## src/rtl/can_pkg.sv

```systemverilog
// rtl/can_pkg.sv - shared types and constants for the CAN receive CRC sequencer
package can_pkg;

    localparam int CRC_WIDTH           = 15;
    localparam int ID_STD_BITS         = 11;
    localparam int ID_EXT_BITS         = 18;
    localparam int DLC_BITS            = 4;
    localparam int STUFF_LIMIT_DEFAULT = 5;

    typedef enum logic [3:0] {
        ST_INTEGRATE,
        ST_IDLE,
        ST_ID_A,
        ST_SRR_RTR,
        ST_IDE_BIT,
        ST_ID_B,
        ST_RTR_X,
        ST_R1,
        ST_R0,
        ST_DLC_F,
        ST_DATA,
        ST_CRC_F,
        ST_CRC_DEL,
        ST_WAIT_IDLE
    } can_state_e;

    // Remote frames carry no data regardless of DLC; larger DLC codes clamp to max_bytes.
    function automatic logic [7:0] data_bit_count(input logic [3:0] dlc,
                                                  input logic       rtr,
                                                  input logic [3:0] max_bytes);
        logic [3:0] n;
        n = (dlc > max_bytes) ? max_bytes : dlc;
        return rtr ? 8'd0 : {1'b0, n, 3'b000};
    endfunction

endpackage

```

## src/rtl/can_destuff.sv

```systemverilog
// rtl/can_destuff.sv - run-length tracker flagging stuff bits and stuff errors
module can_destuff
    import can_pkg::*;
#(
    parameter int STUFF_LIMIT = STUFF_LIMIT_DEFAULT
) (
    input  logic clk_i,
    input  logic rst_ni,
    input  logic strb_i,
    input  logic bit_i,
    input  logic sof_i,
    input  logic active_i,
    output logic stuff_bit_o,
    output logic stuff_err_o
);

    localparam int RUN_W = $clog2(STUFF_LIMIT + 1);

    logic [RUN_W-1:0] run_q, run_d;
    logic             last_q, last_d;

    assign stuff_bit_o = active_i && (run_q == RUN_W'(STUFF_LIMIT));
    assign stuff_err_o = stuff_bit_o && (bit_i == last_q);

    always_comb begin
        run_d  = run_q;
        last_d = last_q;
        if (strb_i) begin
            if (sof_i) begin
                run_d  = RUN_W'(1);
                last_d = bit_i;
            end else if (active_i) begin
                if (stuff_bit_o || (bit_i != last_q)) begin
                    run_d  = RUN_W'(1);
                    last_d = bit_i;
                end else begin
                    run_d = run_q + RUN_W'(1);
                end
            end
        end
    end

    always_ff @(posedge clk_i or negedge rst_ni) begin
        if (!rst_ni) begin
            run_q  <= '0;
            last_q <= 1'b0;
        end else begin
            run_q  <= run_d;
            last_q <= last_d;
        end
    end

endmodule

```

## src/rtl/can_crc_sequencer.sv

```systemverilog
// rtl/can_crc_sequencer.sv - CAN receive field tracker that drives the CRC-15 LFSR
// and checks the received CRC sequence against it.
module can_crc_sequencer
    import can_pkg::*;
#(
    parameter int IDLE_BITS      = 11,
    parameter int MAX_DATA_BYTES = 8,
    parameter int STUFF_LIMIT    = 5
) (
    input  logic                 CLK,
    input  logic                 RESET_N,
    input  logic                 SAMPLE_STRB,
    input  logic                 SAMPLE_BIT,
    input  logic [CRC_WIDTH-1:0] CRC_IN,
    output logic                 CRC_CLEAR,
    output logic                 CRC_STRB,
    output logic                 CRC_BITVAL,
    output logic                 BUSY,
    output logic                 FRAME_OK,
    output logic                 CRC_ERR,
    output logic                 STUFF_ERR,
    output logic                 FORM_ERR,
    output logic [28:0]          ID,
    output logic                 IDE,
    output logic                 RTR,
    output logic [3:0]           DLC
);

    localparam logic [3:0] MAX_BYTES = 4'(MAX_DATA_BYTES);

    can_state_e           state_q;
    logic [7:0]           cnt_q;
    logic [28:0]          id_sh_q;
    logic                 ide_sh_q, rtr_sh_q;
    logic [3:0]           dlc_sh_q;
    logic [CRC_WIDTH-1:0] rx_crc_q;
    logic                 feed_pend_q, feed_bit_q, strb_pend_q;
    logic                 bitval_q, strb_q, clear_q, busy_q;
    logic                 ok_pend_q, crcerr_pend_q, stuff_pend_q, form_pend_q;
    logic                 frame_ok_q, crc_err_q, stuff_err_q, form_err_q;
    logic [28:0]          id_q;
    logic                 ide_q, rtr_q;
    logic [3:0]           dlc_q;

    logic                 stuffed_w, sof_w, stuff_bit_w, stuff_err_w, skip_w, feed_w;
    logic [3:0]           dlc_next_w;
    logic [7:0]           dlc_bits_w, data_bits_w;

    assign stuffed_w  = state_q inside {ST_ID_A, ST_SRR_RTR, ST_IDE_BIT, ST_ID_B, ST_RTR_X,
                                        ST_R1, ST_R0, ST_DLC_F, ST_DATA, ST_CRC_F};
    assign sof_w      = (state_q == ST_IDLE) && !SAMPLE_BIT;
    assign skip_w     = stuffed_w && stuff_bit_w;
    assign feed_w     = SAMPLE_STRB && !skip_w &&
                        (sof_w || (stuffed_w && (state_q != ST_CRC_F)));
    assign dlc_next_w = {dlc_sh_q[2:0], SAMPLE_BIT};
    assign dlc_bits_w  = data_bit_count(dlc_next_w, rtr_sh_q, MAX_BYTES);
    assign data_bits_w = data_bit_count(dlc_sh_q, rtr_sh_q, MAX_BYTES);

    can_destuff #(
        .STUFF_LIMIT(STUFF_LIMIT)
    ) u_destuff (
        .clk_i      (CLK),
        .rst_ni     (RESET_N),
        .strb_i     (SAMPLE_STRB),
        .bit_i      (SAMPLE_BIT),
        .sof_i      (sof_w),
        .active_i   (stuffed_w),
        .stuff_bit_o(stuff_bit_w),
        .stuff_err_o(stuff_err_w)
    );

    always_ff @(posedge CLK or negedge RESET_N) begin
        if (!RESET_N) begin
            state_q       <= ST_INTEGRATE;
            cnt_q         <= '0;
            id_sh_q       <= '0;
            ide_sh_q      <= 1'b0;
            rtr_sh_q      <= 1'b0;
            dlc_sh_q      <= '0;
            rx_crc_q      <= '0;
            feed_pend_q   <= 1'b0;
            feed_bit_q    <= 1'b0;
            strb_pend_q   <= 1'b0;
            bitval_q      <= 1'b0;
            strb_q        <= 1'b0;
            clear_q       <= 1'b1;
            busy_q        <= 1'b0;
            ok_pend_q     <= 1'b0;
            crcerr_pend_q <= 1'b0;
            stuff_pend_q  <= 1'b0;
            form_pend_q   <= 1'b0;
            frame_ok_q    <= 1'b0;
            crc_err_q     <= 1'b0;
            stuff_err_q   <= 1'b0;
            form_err_q    <= 1'b0;
            id_q          <= '0;
            ide_q         <= 1'b0;
            rtr_q         <= 1'b0;
            dlc_q         <= '0;
        end else begin
            // Verdicts decided on a sample edge surface one cycle later.
            frame_ok_q    <= ok_pend_q;
            crc_err_q     <= crcerr_pend_q;
            stuff_err_q   <= stuff_pend_q;
            form_err_q    <= form_pend_q;
            ok_pend_q     <= 1'b0;
            crcerr_pend_q <= 1'b0;
            stuff_pend_q  <= 1'b0;
            form_pend_q   <= 1'b0;
            if (ok_pend_q || crcerr_pend_q || stuff_pend_q || form_pend_q) begin
                busy_q <= 1'b0;
            end
            if (ok_pend_q) begin
                id_q  <= id_sh_q;
                ide_q <= ide_sh_q;
                rtr_q <= rtr_sh_q;
                dlc_q <= dlc_sh_q;
            end

            // LFSR feed: bit value one cycle after the sample, strobe one cycle after that.
            strb_q      <= strb_pend_q;
            strb_pend_q <= 1'b0;
            feed_pend_q <= 1'b0;
            if (feed_pend_q) begin
                bitval_q    <= feed_bit_q;
                strb_pend_q <= 1'b1;
            end
            if (feed_w) begin
                feed_pend_q <= 1'b1;
                feed_bit_q  <= SAMPLE_BIT;
            end

            if (SAMPLE_STRB) begin
                if (skip_w) begin
                    if (stuff_err_w) begin
                        stuff_pend_q <= 1'b1;
                        state_q      <= ST_WAIT_IDLE;
                        cnt_q        <= '0;
                    end
                end else begin
                    unique case (state_q)
                        ST_INTEGRATE, ST_WAIT_IDLE: begin
                            if (!SAMPLE_BIT) begin
                                cnt_q <= '0;
                            end else if (cnt_q == 8'(IDLE_BITS - 1)) begin
                                cnt_q   <= '0;
                                state_q <= ST_IDLE;
                                clear_q <= 1'b1;
                            end else begin
                                cnt_q <= cnt_q + 8'd1;
                            end
                        end
                        ST_IDLE: begin
                            if (!SAMPLE_BIT) begin
                                state_q  <= ST_ID_A;
                                cnt_q    <= '0;
                                busy_q   <= 1'b1;
                                clear_q  <= 1'b0;
                                id_sh_q  <= '0;
                                ide_sh_q <= 1'b0;
                                rtr_sh_q <= 1'b0;
                            end
                        end
                        ST_ID_A: begin
                            id_sh_q <= {id_sh_q[27:0], SAMPLE_BIT};
                            if (cnt_q == 8'(ID_STD_BITS - 1)) begin
                                cnt_q   <= '0;
                                state_q <= ST_SRR_RTR;
                            end else begin
                                cnt_q <= cnt_q + 8'd1;
                            end
                        end
                        ST_SRR_RTR: begin
                            rtr_sh_q <= SAMPLE_BIT;
                            state_q  <= ST_IDE_BIT;
                        end
                        ST_IDE_BIT: begin
                            ide_sh_q <= SAMPLE_BIT;
                            state_q  <= SAMPLE_BIT ? ST_ID_B : ST_R0;
                        end
                        ST_ID_B: begin
                            id_sh_q <= {id_sh_q[27:0], SAMPLE_BIT};
                            if (cnt_q == 8'(ID_EXT_BITS - 1)) begin
                                cnt_q   <= '0;
                                state_q <= ST_RTR_X;
                            end else begin
                                cnt_q <= cnt_q + 8'd1;
                            end
                        end
                        ST_RTR_X: begin
                            rtr_sh_q <= SAMPLE_BIT;
                            state_q  <= ST_R1;
                        end
                        ST_R1: state_q <= ST_R0;
                        ST_R0: begin
                            cnt_q   <= '0;
                            state_q <= ST_DLC_F;
                        end
                        ST_DLC_F: begin
                            dlc_sh_q <= dlc_next_w;
                            if (cnt_q == 8'(DLC_BITS - 1)) begin
                                cnt_q   <= '0;
                                state_q <= (dlc_bits_w == 8'd0) ? ST_CRC_F : ST_DATA;
                            end else begin
                                cnt_q <= cnt_q + 8'd1;
                            end
                        end
                        ST_DATA: begin
                            if (cnt_q == data_bits_w - 8'd1) begin
                                cnt_q   <= '0;
                                state_q <= ST_CRC_F;
                            end else begin
                                cnt_q <= cnt_q + 8'd1;
                            end
                        end
                        ST_CRC_F: begin
                            rx_crc_q <= {rx_crc_q[CRC_WIDTH-2:0], SAMPLE_BIT};
                            if (cnt_q == 8'(CRC_WIDTH - 1)) begin
                                cnt_q   <= '0;
                                state_q <= ST_CRC_DEL;
                            end else begin
                                cnt_q <= cnt_q + 8'd1;
                            end
                        end
                        ST_CRC_DEL: begin
                            if (!SAMPLE_BIT) begin
                                form_pend_q <= 1'b1;
                            end else if (rx_crc_q == CRC_IN) begin
                                ok_pend_q <= 1'b1;
                            end else begin
                                crcerr_pend_q <= 1'b1;
                            end
                            cnt_q   <= '0;
                            state_q <= ST_WAIT_IDLE;
                        end
                        default: begin
                            cnt_q   <= '0;
                            state_q <= ST_INTEGRATE;
                        end
                    endcase
                end
            end
        end
    end

    assign CRC_CLEAR  = clear_q;
    assign CRC_STRB   = strb_q;
    assign CRC_BITVAL = bitval_q;
    assign BUSY       = busy_q;
    assign FRAME_OK   = frame_ok_q;
    assign CRC_ERR    = crc_err_q;
    assign STUFF_ERR  = stuff_err_q;
    assign FORM_ERR   = form_err_q;
    assign ID         = id_q;
    assign IDE        = ide_q;
    assign RTR        = rtr_q;
    assign DLC        = dlc_q;

endmodule

```

## config.mk

```make
export PLATFORM = sky130hd
export DESIGN_NAME = can_crc_sequencer
export DESIGN_NICKNAME = d
export VERILOG_FILES = /design/src/rtl/can_pkg.sv /design/src/rtl/can_destuff.sv /design/src/rtl/can_crc_sequencer.sv
export SDC_FILE = /design/constraint.sdc
export NUM_CORES = 1
export LEC_CHECK = 0
export CAP_MARGIN = 0
export CORE_MARGIN = 8
export CORE_UTILIZATION = 45
export DETAILED_ROUTE_END_ITERATION = 8
export GPL_TIMING_DRIVEN = 0
export PLACE_DENSITY = 0.73
export SYNTH_ARGS = -nofsm -noshare
export SYNTH_HDL_FRONTEND = slang
export SYNTH_SLANG_ARGS = --single-unit
```

## constraint.sdc

```tcl
create_clock -name CLK -period 4.35 [get_ports CLK]
set_input_delay 0.87 -clock CLK [delete_from_list [all_inputs] [get_ports CLK]]
set_output_delay 0.87 -clock CLK [all_outputs]
set_load 0.05 [all_outputs]
```

==> flow_metrics.py, run 1 <==
metrics = {
    "routing": {
        "ant_nets": 0,
        "drc": 0,
        "drt-initial-drc-count": 254,
        "vias": 4029,
        "vias_per_cell": 5.80,
        "firstDrtPassIters": 4,
        "wire_per_inst_um": 18.5,
        "routed_wl_um": 12900,
    },
    "worst_hold_path": {
        "hold_path_depth": 0,
        "hold_class": "reg -> reg",
    },
    "pwr": {
        "p_leak_nw": 3.08,
        "pwr_density_cell_nw_per_um2": 573,
        "ir_worst_vdd_mv": 0.322,
    },
    "sta": {
        "max_slew.worst_pin.slew_ns": 0.674,
        "finalSetupViolCount": 0,
        "fmax_mhz": 377,
        "post-route-period-util_pct": 60.9,
        "fin_skew_ns": 0.00801,
        "slew_viol_final": 0,
        "holdWs_ns": 0.358,
        "maxSlewHeadroom_pct": 55.1,
        "finalHoldViolations": 0,
        "period_minus_slack_ns": 2.65,
        "rsz0062_at_grt": "no",
    },
    "grt": {
        "grt_pass1_vias": 4244,
        "grt_pass1_wl_um": 21800,
        "antenna_found_initial": 0,
        "grt_overflow": 0,
        "grt_usage_pct": 17.1,
        "grt_max_degree": 75,
    },
    "die": {
        "design.die.area_um2": 15900,
        "die_h_um": 126,
        "die_w_um": 126,
        "coreArea_um2": 12000,
        "rows": 40,
        "ios": 62,
        "start_util_pct": 45.7,
    },
    "synth": {
        "syn_area_um2": 5470,
        "synth_fp_nets": 481,
        "ys_async_sr_fraction_pct": 100,
        "ys_warn_count": 0,
        "ys_types": 72,
        "syn_inst": 456,
        "avgSynthCellArea_um2": 12.0,
        "ys_seq_area_share_pct": 53.1,
        "ys.flop_type": "dfrtp_1",
        "ys_ff_latch": 116,
        "synth-edff-count": 0,
    },
    "critical_path": {
        "path_delay_family": "buffers and inverters",
        "crit_path_top_delay_cell": "clkdlybuf4s50_1",
        "critPathRequiredTime_ns": 3.48,
        "crit_buf_inv": 1,
        "crit_chain": "clkdlybuf4s50_1",
        "cp_max_fo": 3,
        "cp.depth": 1,
        "arrival_ns": 1.78,
        "startpoint_type": "flip-flop",
        "critical_path_class": "reg -> out",
        "cp_slowest_stage_delay_ns": 0.81,
        "cp-end-kind": "output port",
        "r2r_cells": 11,
    },
    "cells_and_area": {
        "multi_input_area_um2": 2370,
        "nNetsFinal": 560,
        "drive_gt1_share_pct": 22.3,
        "seq_area_um2": 2900,
        "instances_no_fill": 695,
        "antenna_cells": 0,
        "fillers": 1010,
        "syn2layout_area_growth_pct": 25.2,
    },
    "placed_design": {
        "port-buffer-count": 59,
        "dp_cells": 663,
        "hpwl_um": 9080,
        "gp_congestion": 0.861,
    },
    "cts": {
        "cts_inserted_buffers": 17,
        "cts_hold_buf": 0,
        "post_cts_resized": 0,
        "post_cts_buffers": 0,
        "tritoncts": "done",
        "cts-root-buf": "clkbuf_16",
        "cts_buffer_depth": 2,
        "clk_pin_slew_ns": 0.06,
        "clock_latency_ns": 0.41,
        "clock-sinks": 116,
        "cts.htree.levels": 4,
    },
    "run": {
        "maxCapViolCount": 0,
    },
    "status": {
        "status": "finished, final reports clean",
    },
}
## per-layer routing
metal  wire [um]  track usage [%]  up-vias
li1            -                -     1858
met3         737             4.56       18
met5           0                0        -
met4         195             6.86        0
met1        5750             21.6     2053
met2        6190             27.4      100
## logic make-up (layout without fill, tap and decap cells)
group | Yosys count | count (layout) | share of synthesized area [%]
adder cells (fa/ha/maj) | 6 | 6 | 1.37
XOR/XNOR | 18 | 18 | 2.88
flip-flops | 116 | 116 | 53.1
buffers and inverters | 39 | 131 | 3.52
AO/OA/AOI/OAI | 106 | 106 | 15.4
multiplexers | 56 | 56 | 11.6
AND/OR/NAND/NOR | 115 | 115 | 12.1
## Yosys cell counts, types with 3 or more instances
| library cell | instances | area [um2] |
|---|---|---|
| a21oi_1 | 13 | 65.1 |
| buf_1 | 3 | 11.3 |
| nand2_1 | 23 | 86.3 |
| xnor2_1 | 5 | 43.8 |
| and2_1 | 4 | 25.0 |
| or3_1 | 4 | 25.0 |
| and3_1 | 3 | 18.8 |
| o21ai_1 | 5 | 25.0 |
| nand4b_1 | 3 | 26.3 |
| inv_1 | 6 | 22.5 |
| buf_4 | 4 | 30.0 |
| and4_1 | 3 | 26.3 |
| a221o_1 | 3 | 30.0 |
| nor4_1 | 5 | 31.3 |
| nand3_1 | 8 | 40.0 |
| dfrtp_1 | 115 | 2880 |
| a31oi_1 | 3 | 18.8 |
| a211o_1 | 3 | 26.3 |
| clkbuf_1 | 9 | 33.8 |
| nor3_1 | 9 | 45.0 |
| xor2_1 | 13 | 114 |
| nor2_1 | 21 | 78.8 |
| mux2_1 | 8 | 90.1 |
| mux2_2 | 47 | 529 |
| a22o_1 | 31 | 272 |
| nand4_1 | 3 | 18.8 |
| buf_2 | 13 | 65.1 |
| nand2b_1 | 8 | 50.1 |
| o21ai_0 | 15 | 75.1 |
| nor2b_1 | 6 | 37.5 |
| o211ai_1 | 4 | 30.0 |
| ha_1 | 6 | 75.1 |
## cell usage in the layout (no fill, tap or decap), drive strengths merged, types with 4 or more instances in the layout
cell,Yosys,layout
dfrtp,115,115
nand3,8,8
nand2,23,23
a21oi,15,15
a22o,32,32
o211ai,4,4
o21ai,21,21
nor3,10,10
ha,6,6
nor4,6,6
nand4,4,4
nor2,21,21
nand2b,8,8
clkinvlp,0,5
inv,8,12
buf,22,24
mux2,56,56
xnor2,5,5
xor2,13,13
and2,5,5
clkbuf,9,28
nor2b,6,6
or3,4,4
clkdlybuf4s50,0,58
## flip-flops by register name (all words and copies together) (netlist names), 3 cells and up
| signal | count |
|---|---|
| DLC | 4 |
| ID | 29 |
| cnt_q | 8 |
| dlc_sh_q | 4 |
| id_sh_q | 29 |
| rx_crc_q | 15 |
| state_q | 4 |
| u_destuff.run_q | 3 |
## per-stage QoR
stage / area, um2 / setup WS, ns / TNS, ns / total power, W / utilization (%)
global route: 6840 / 1.66 / 0 / 0.00413 / 57.2
global placement: 6240 / -1.89 / -216.04 / 0.00253 / 52.2
floorplan: 5470 / 2.01 / 0 / 0.00224 / -
finish: 6840 / 1.70 / 0 / 0.00392 / 57.2
detailed placement: 6270 / 1.62 / 0 / 0.00258 / 52.4
CTS: 6840 / 1.68 / 0 / 0.00394 / 57.2
## final cells by class
class	count	share of cell area [%]
Clock buffer	19	6.62
Multi-Input combinational cell	301	34.6
Tap cell	147	2.69
Clock inverter	13	1.81
Inverter	8	0.439
Sequential cell	116	42.4
Buffer	31	2.38
Timing Repair Buffer	60	8.99
## final timing paths
| path | start | end | slack (ns) |
|---|---|---|---|
| setup reg to reg | rtr_sh_q$_DFFE_PN0P_ | state_q[1]$_DFFE_PN0P_ | 1.83 |
| min in group asynchronous | RESET_N | CRC_STRB$_DFF_PN0_ | 0.46 |
| hold reg to reg | strb_pend_q$_DFF_PN0_ | CRC_STRB$_DFF_PN0_ | 0.36 |
| max in group asynchronous | RESET_N | CRC_CLEAR$_DFFE_PN1P_ | 3.08 |
| hold / removal | strb_pend_q$_DFF_PN0_ | CRC_STRB$_DFF_PN0_ | 0.36 |
| setup / recovery | CRC_CLEAR$_DFFE_PN1P_ | CRC_CLEAR | 1.70 |
## power by group
part           switching [W]  internal (W)  total [W]
registers           0.000146       0.00122    0.00137
logic               0.000720      0.000488    0.00121
clock network       0.000521      0.000822    0.00134
(Power assumes the default switching activity.)
==> run 2: changes to the inputs <==
==> constraint.sdc (replaced) <==
create_clock -name CLK -period 2.5 [get_ports CLK]
set_input_delay 0.5 -clock CLK [delete_from_list [all_inputs] [get_ports CLK]]
set_output_delay 0.5 -clock CLK [all_outputs]
set_load 0.05 [all_outputs]
==> flow_metrics.py, run 2 (synthesis gave the netlist of run 1 again) <==
metrics = {
    "cells_and_area": {
        "seq_area_um2": 2910,
        "nNetsFinal": 561,
        "fillers": 1009,
        "drive_gt1_share_pct": 23.1,
        "finalInstanceArea_um2": 6890,
        "multi_input_area_um2": 2390,
        "antenna_cells": 0,
        "layout_commonest_cell": "dfrtp_1",
        "final_cell_mix": "dfrtp_1, clkdlybuf4s50_1, mux2_2",
        "syn2layout_area_growth_pct": 25.9,
    },
    "sta": {
        "timing.final.ws_setup_ns": 0.141,
        "rsz0062_at_grt": "no",
        "maxSlewHeadroom_pct": 53.0,
        "period_minus_slack_ns": 2.36,
        "finalSetupViolCount": 0,
        "post-route-period-util_pct": 94.3,
        "slew_viol_final": 0,
        "fmax_mhz": 424,
        "finalHoldViolations": 0,
        "fin_skew_ns": 0.00629,
        "max_slew.worst_pin.slew_ns": 0.705,
    },
    "placed_design": {
        "port-buffer-count": 59,
        "preCtsSetupSlack_ns": 0.0188,
        "place_area_um2": 6270,
        "hpwl_um": 9080,
        "gp_congestion": 0.861,
    },
    "critical_path": {
        "critical_path_class": "reg -> reg",
        "critPathRequiredTime_ns": 2.79,
        "cp_max_fo": 10,
        "r2r_start": "rtr_sh_q$_DFFE_PN0P_",
        "arrival_ns": 2.65,
        "rr_endpoint": "cnt_q[4]$_DFFE_PN0P_",
        "cp-end-kind": "flip-flop",
        "crit_chain": "buf_4 > nor2_1 > nand2_1 > ha_1 > o21ba_2 > nand3_1 > and4_1 > a31o_4 > buf_6 > a21oi_2 > a221o_1",
        "crit_path_top_delay_cell": "dfrtp_1",
        "crit_start": "rtr_sh_q$_DFFE_PN0P_",
        "endpoint": "cnt_q[4]$_DFFE_PN0P_",
        "cp_slowest_stage_delay_ns": 0.41,
        "startpoint_type": "flip-flop",
        "r2r_cells": 11,
        "r2r_slack_ns": 0.14,
    },
    "pwr": {
        "power_w": 0.00689,
        "ir_worst_vdd_mv": 0.567,
        "p_leak_nw": 3.10,
        "pwr_density_cell_nw_per_um2": 1000,
    },
    "routing": {
        "drc": 0,
        "drt-initial-drc-count": 253,
        "ant_nets": 0,
        "vias": 4035,
        "routed_wl_um": 12800,
        "vias_per_cell": 5.80,
        "firstDrtPassIters": 4,
        "wire_per_inst_um": 18.4,
    },
    "cts": {
        "tritoncts": "done",
        "cts_buffer_depth": 2,
        "cts_hold_buf": 0,
        "clock-sinks": 116,
        "cts_inserted_buffers": 17,
        "clk_pin_slew_ns": 0.06,
        "clock_latency_ns": 0.41,
        "cts-root-buf": "clkbuf_16",
        "cts.htree.levels": 4,
    },
    "die": {
        "design.die.area_um2": 15900,
        "start_util_pct": 45.7,
        "coreArea_um2": 12000,
        "ios": 62,
        "die_h_um": 126,
        "die_w_um": 126,
        "rows": 40,
    },
    "grt": {
        "grt_overflow": 0,
        "grt_max_degree": 75,
        "antenna_found_initial": 0,
        "grt_usage_pct": 17.1,
        "grt_pass1_vias": 4244,
        "grt_pass1_wl_um": 21800,
    },
    "run": {
        "maxCapViolCount": 0,
    },
    "status": {
        "status": "finished, final reports clean",
    },
    "worst_hold_path": {
        "hold_class": "in -> async",
    },
}
## run 2: worst max-delay path: cells and delay by family (launching register included)
family                   cells  cell delay [ns]
AO/OA/AOI/OAI                4             0.81
adder cells (fa/ha/maj)      1             0.24
AND/OR/NAND/NOR              4             0.46
buffers and inverters        2             0.32
flip-flops                   1             0.41
## run 2: repair_timing
item | CTS | global route
buffers inserted | 0 | 1
endpoints found under the setup margin | 1 | 14
resized for setup | 1 | 11
pin swaps | 0 | 2
## run 2: metrics by stage
step	hold WS (ns)	std cells	TNS, ns	utilization (%)
after floorplan	0.204	456	0	-
after global placement	0.332	662	-387.72	52.2
after detailed placement	0.350	663	0	52.4
after CTS	0.104	695	0	57.2
after global routing	0.144	696	0	57.6
final	0.0898	696	0	57.6
## run 2: layout make-up
type	instances	area share, %
sequential	116	42.2
multi-input combinational	301	34.8
timing repair buffer	61	9.05
clock buffer	19	6.58
tap	147	2.67
buffer	31	2.49
clock inverter	13	1.80
inverter	8	0.436
## run 2: how the worst min path moves through the flow
stage / depth (start not counted) / endpoint / slack [ns]
after floorplan: 0 / BUSY$_DFF_PN0_ / 0.20
after global placement: 0 / CRC_STRB$_DFF_PN0_ / 0.33
after detailed placement: 0 / CRC_STRB$_DFF_PN0_ / 0.35
after CTS: 1 / CRC_STRB$_DFF_PN0_ / 0.10
after global routing: 1 / CRC_STRB$_DFF_PN0_ / 0.14
final: 1 / CRC_STRB$_DFF_PN0_ / 0.09
## run 2: routing by layer
layer	GRT usage, %	vias to the layer above	wire (um)
met1	21.6	2062	5810
met4	6.86	0	197
met2	27.4	97	6150
li1	-	1857	-
met3	4.56	19	641
met5	0	-	0
## run 2: power by group
part	total [W]	switching [W]	internal (W)
logic	0.00217	0.00127	0.000894
clock network	0.00233	0.000904	0.00143
registers	0.00239	0.000261	0.00213
==> run 3: changes to the inputs <==
--- a/config.mk
+++ b/config.mk
@@ -6,9 +6,10 @@
 export NUM_CORES = 1
 export LEC_CHECK = 0
 export CAP_MARGIN = 0
-export CORE_MARGIN = 8
+export CORE_MARGIN = 4
 export CORE_UTILIZATION = 45
 export DETAILED_ROUTE_END_ITERATION = 8
+export GPL_ROUTABILITY_DRIVEN = 0
 export GPL_TIMING_DRIVEN = 0
 export PLACE_DENSITY = 0.73
 export SYNTH_ARGS = -nofsm -noshare
==> flow_metrics.py, run 3 (synthesis gave the netlist of run 1 again) <==
metrics = {
    "status": {
        "status": "finished, final reports clean",
    },
    "cts": {
        "cts-root-buf": "clkbuf_16",
        "cts_inserted_buffers": 17,
        "cts_hold_buf": 0,
        "cts.htree.levels": 4,
        "clock-sinks": 116,
        "tritoncts": "done",
        "clk_pin_slew_ns": 0.05,
        "clock_latency_ns": 0.41,
        "cts_buffer_depth": 2,
    },
    "worst_hold_path": {
        "hold_class": "in -> async",
    },
    "critical_path": {
        "cp_max_fo": 7,
        "cp_slowest_stage_delay_ns": 0.46,
        "arrival_ns": 2.69,
        "crit_path_top_delay_cell": "dfrtp_2",
        "startpoint_type": "flip-flop",
        "path_delay_family": "simple AND/OR/NAND/NOR gates",
        "crit_chain": "nor3b_4 > inv_2 > ha_4 > xnor2_2 > a21oi_1 > and4_1 > a31o_4 > buf_6 > buf_4 > and3_1 > a211o_1",
        "cp-end-kind": "flip-flop",
        "critPathRequiredTime_ns": 2.79,
        "crit_buf_inv": 3,
        "critical_path_class": "reg -> reg",
    },
    "placed_design": {
        "place_area_um2": 6260,
        "dp_cells": 659,
        "hpwl_um": 8060,
        "port-buffer-count": 59,
    },
    "grt": {
        "antenna_found_initial": 0,
        "grt_pass1_wl_um": 20100,
        "grt_max_degree": 76,
        "grt_usage_pct": 17.6,
        "grt_pass1_vias": 4057,
        "grt_overflow": 0,
    },
    "run": {
        "maxCapViolCount": 0,
    },
    "sta": {
        "max_slew.worst_pin.slew_ns": 0.932,
        "fmax_mhz": 417,
        "post-route-period-util_pct": 96.0,
        "period_minus_slack_ns": 2.40,
        "finalHoldViolations": 0,
        "slew_viol_final": 0,
        "maxSlewHeadroom_pct": 36.2,
        "fin_skew_ns": 0.00518,
        "finalSetupViolCount": 0,
        "holdWs_ns": 0.0853,
    },
    "die": {
        "design.die.area_um2": 14000,
        "die_h_um": 118,
        "start_util_pct": 46.9,
        "ios": 62,
        "coreArea_um2": 11700,
        "rows": 39,
        "die_w_um": 118,
    },
    "cells_and_area": {
        "instances_no_fill": 697,
        "finalInstanceArea_um2": 6910,
        "layout_commonest_cell": "dfrtp_1",
        "fin_util_pct": 59.2,
        "nNetsFinal": 567,
        "antenna_cells": 0,
        "final_cell_mix": "dfrtp_1, clkdlybuf4s50_1, mux2_2",
        "syn2layout_area_growth_pct": 26.3,
        "drive_gt1_share_pct": 23.8,
    },
    "pwr": {
        "power_w": 0.00684,
        "ir_worst_vdd_mv": 0.524,
        "p_leak_nw": 3.12,
        "pwr_density_cell_nw_per_um2": 990,
    },
    "routing": {
        "firstDrtPassIters": 5,
        "wire_per_inst_um": 16.8,
        "routed_wl_um": 11700,
        "drt-initial-drc-count": 345,
        "vias": 3985,
        "drc": 0,
        "ant_nets": 0,
        "vias_per_cell": 5.72,
    },
}
-- run 3: timing repair --
item | in CTS | in global routing
resized for setup | 1 | 15
setup endpoints to repair | 3 | 9
pin swaps | 1 | 6
buffers inserted | 1 | 6
-- run 3: cell type report --
type,count,area [um2]
buffer,31,174
inverter,8,30.0
multi-input combinational,301,2410
tap,143,179
clock inverter,7,50.0
fill,923,4750
timing repair buffer,67,668
clock buffer,24,492
sequential,116,2910
-- run 3: metrics by stage --
step | TNS [ns] | setup WS [ns]
2_1_floorplan | 0 | 0.262
3_3_place_gp | -384.94 | -3.34
3_5_place_dp | -0.156 | -0.102
4_1_cts | 0 | 0.0258
5_1_grt | -0.0247 | -0.0108
6_report | 0 | 0.100
-- run 3: worst paths after layout --
path                            cells past startpoint  slack, ns                     from                      endpoint
worst max-delay path                               11       0.10  dlc_sh_q[3]$_DFFE_PN0P_        state_q[1]$_DFFE_PN0P_
worst min-delay path                                1       0.09                  RESET_N            ID[27]$_DFFE_PN0P_
worst max register to register                     11       0.10  dlc_sh_q[3]$_DFFE_PN0P_        state_q[1]$_DFFE_PN0P_
worst min register to register                      0       0.36    strb_pend_q$_DFF_PN0_            CRC_STRB$_DFF_PN0_
max in group asynchronous                           2       1.68                  RESET_N  u_destuff.last_q$_DFFE_PN0P_
min in group CLK                                    0       0.36    strb_pend_q$_DFF_PN0_            CRC_STRB$_DFF_PN0_
-- run 3: per-layer routing --
metal	up-vias	track usage [%]	share of wire [%]
met5	-	0	0
met3	19	5.16	5.0
met1	1965	23.4	45
met4	0	5.05	1.3
li1	1867	-	-
met2	134	28.2	48
-- run 3: power breakdown --
part,switching [W],internal (W)
combinational,0.00128,0.000993
sequential,0.000256,0.00213
clock,0.000815,0.00136
total,0.00235,0.00449
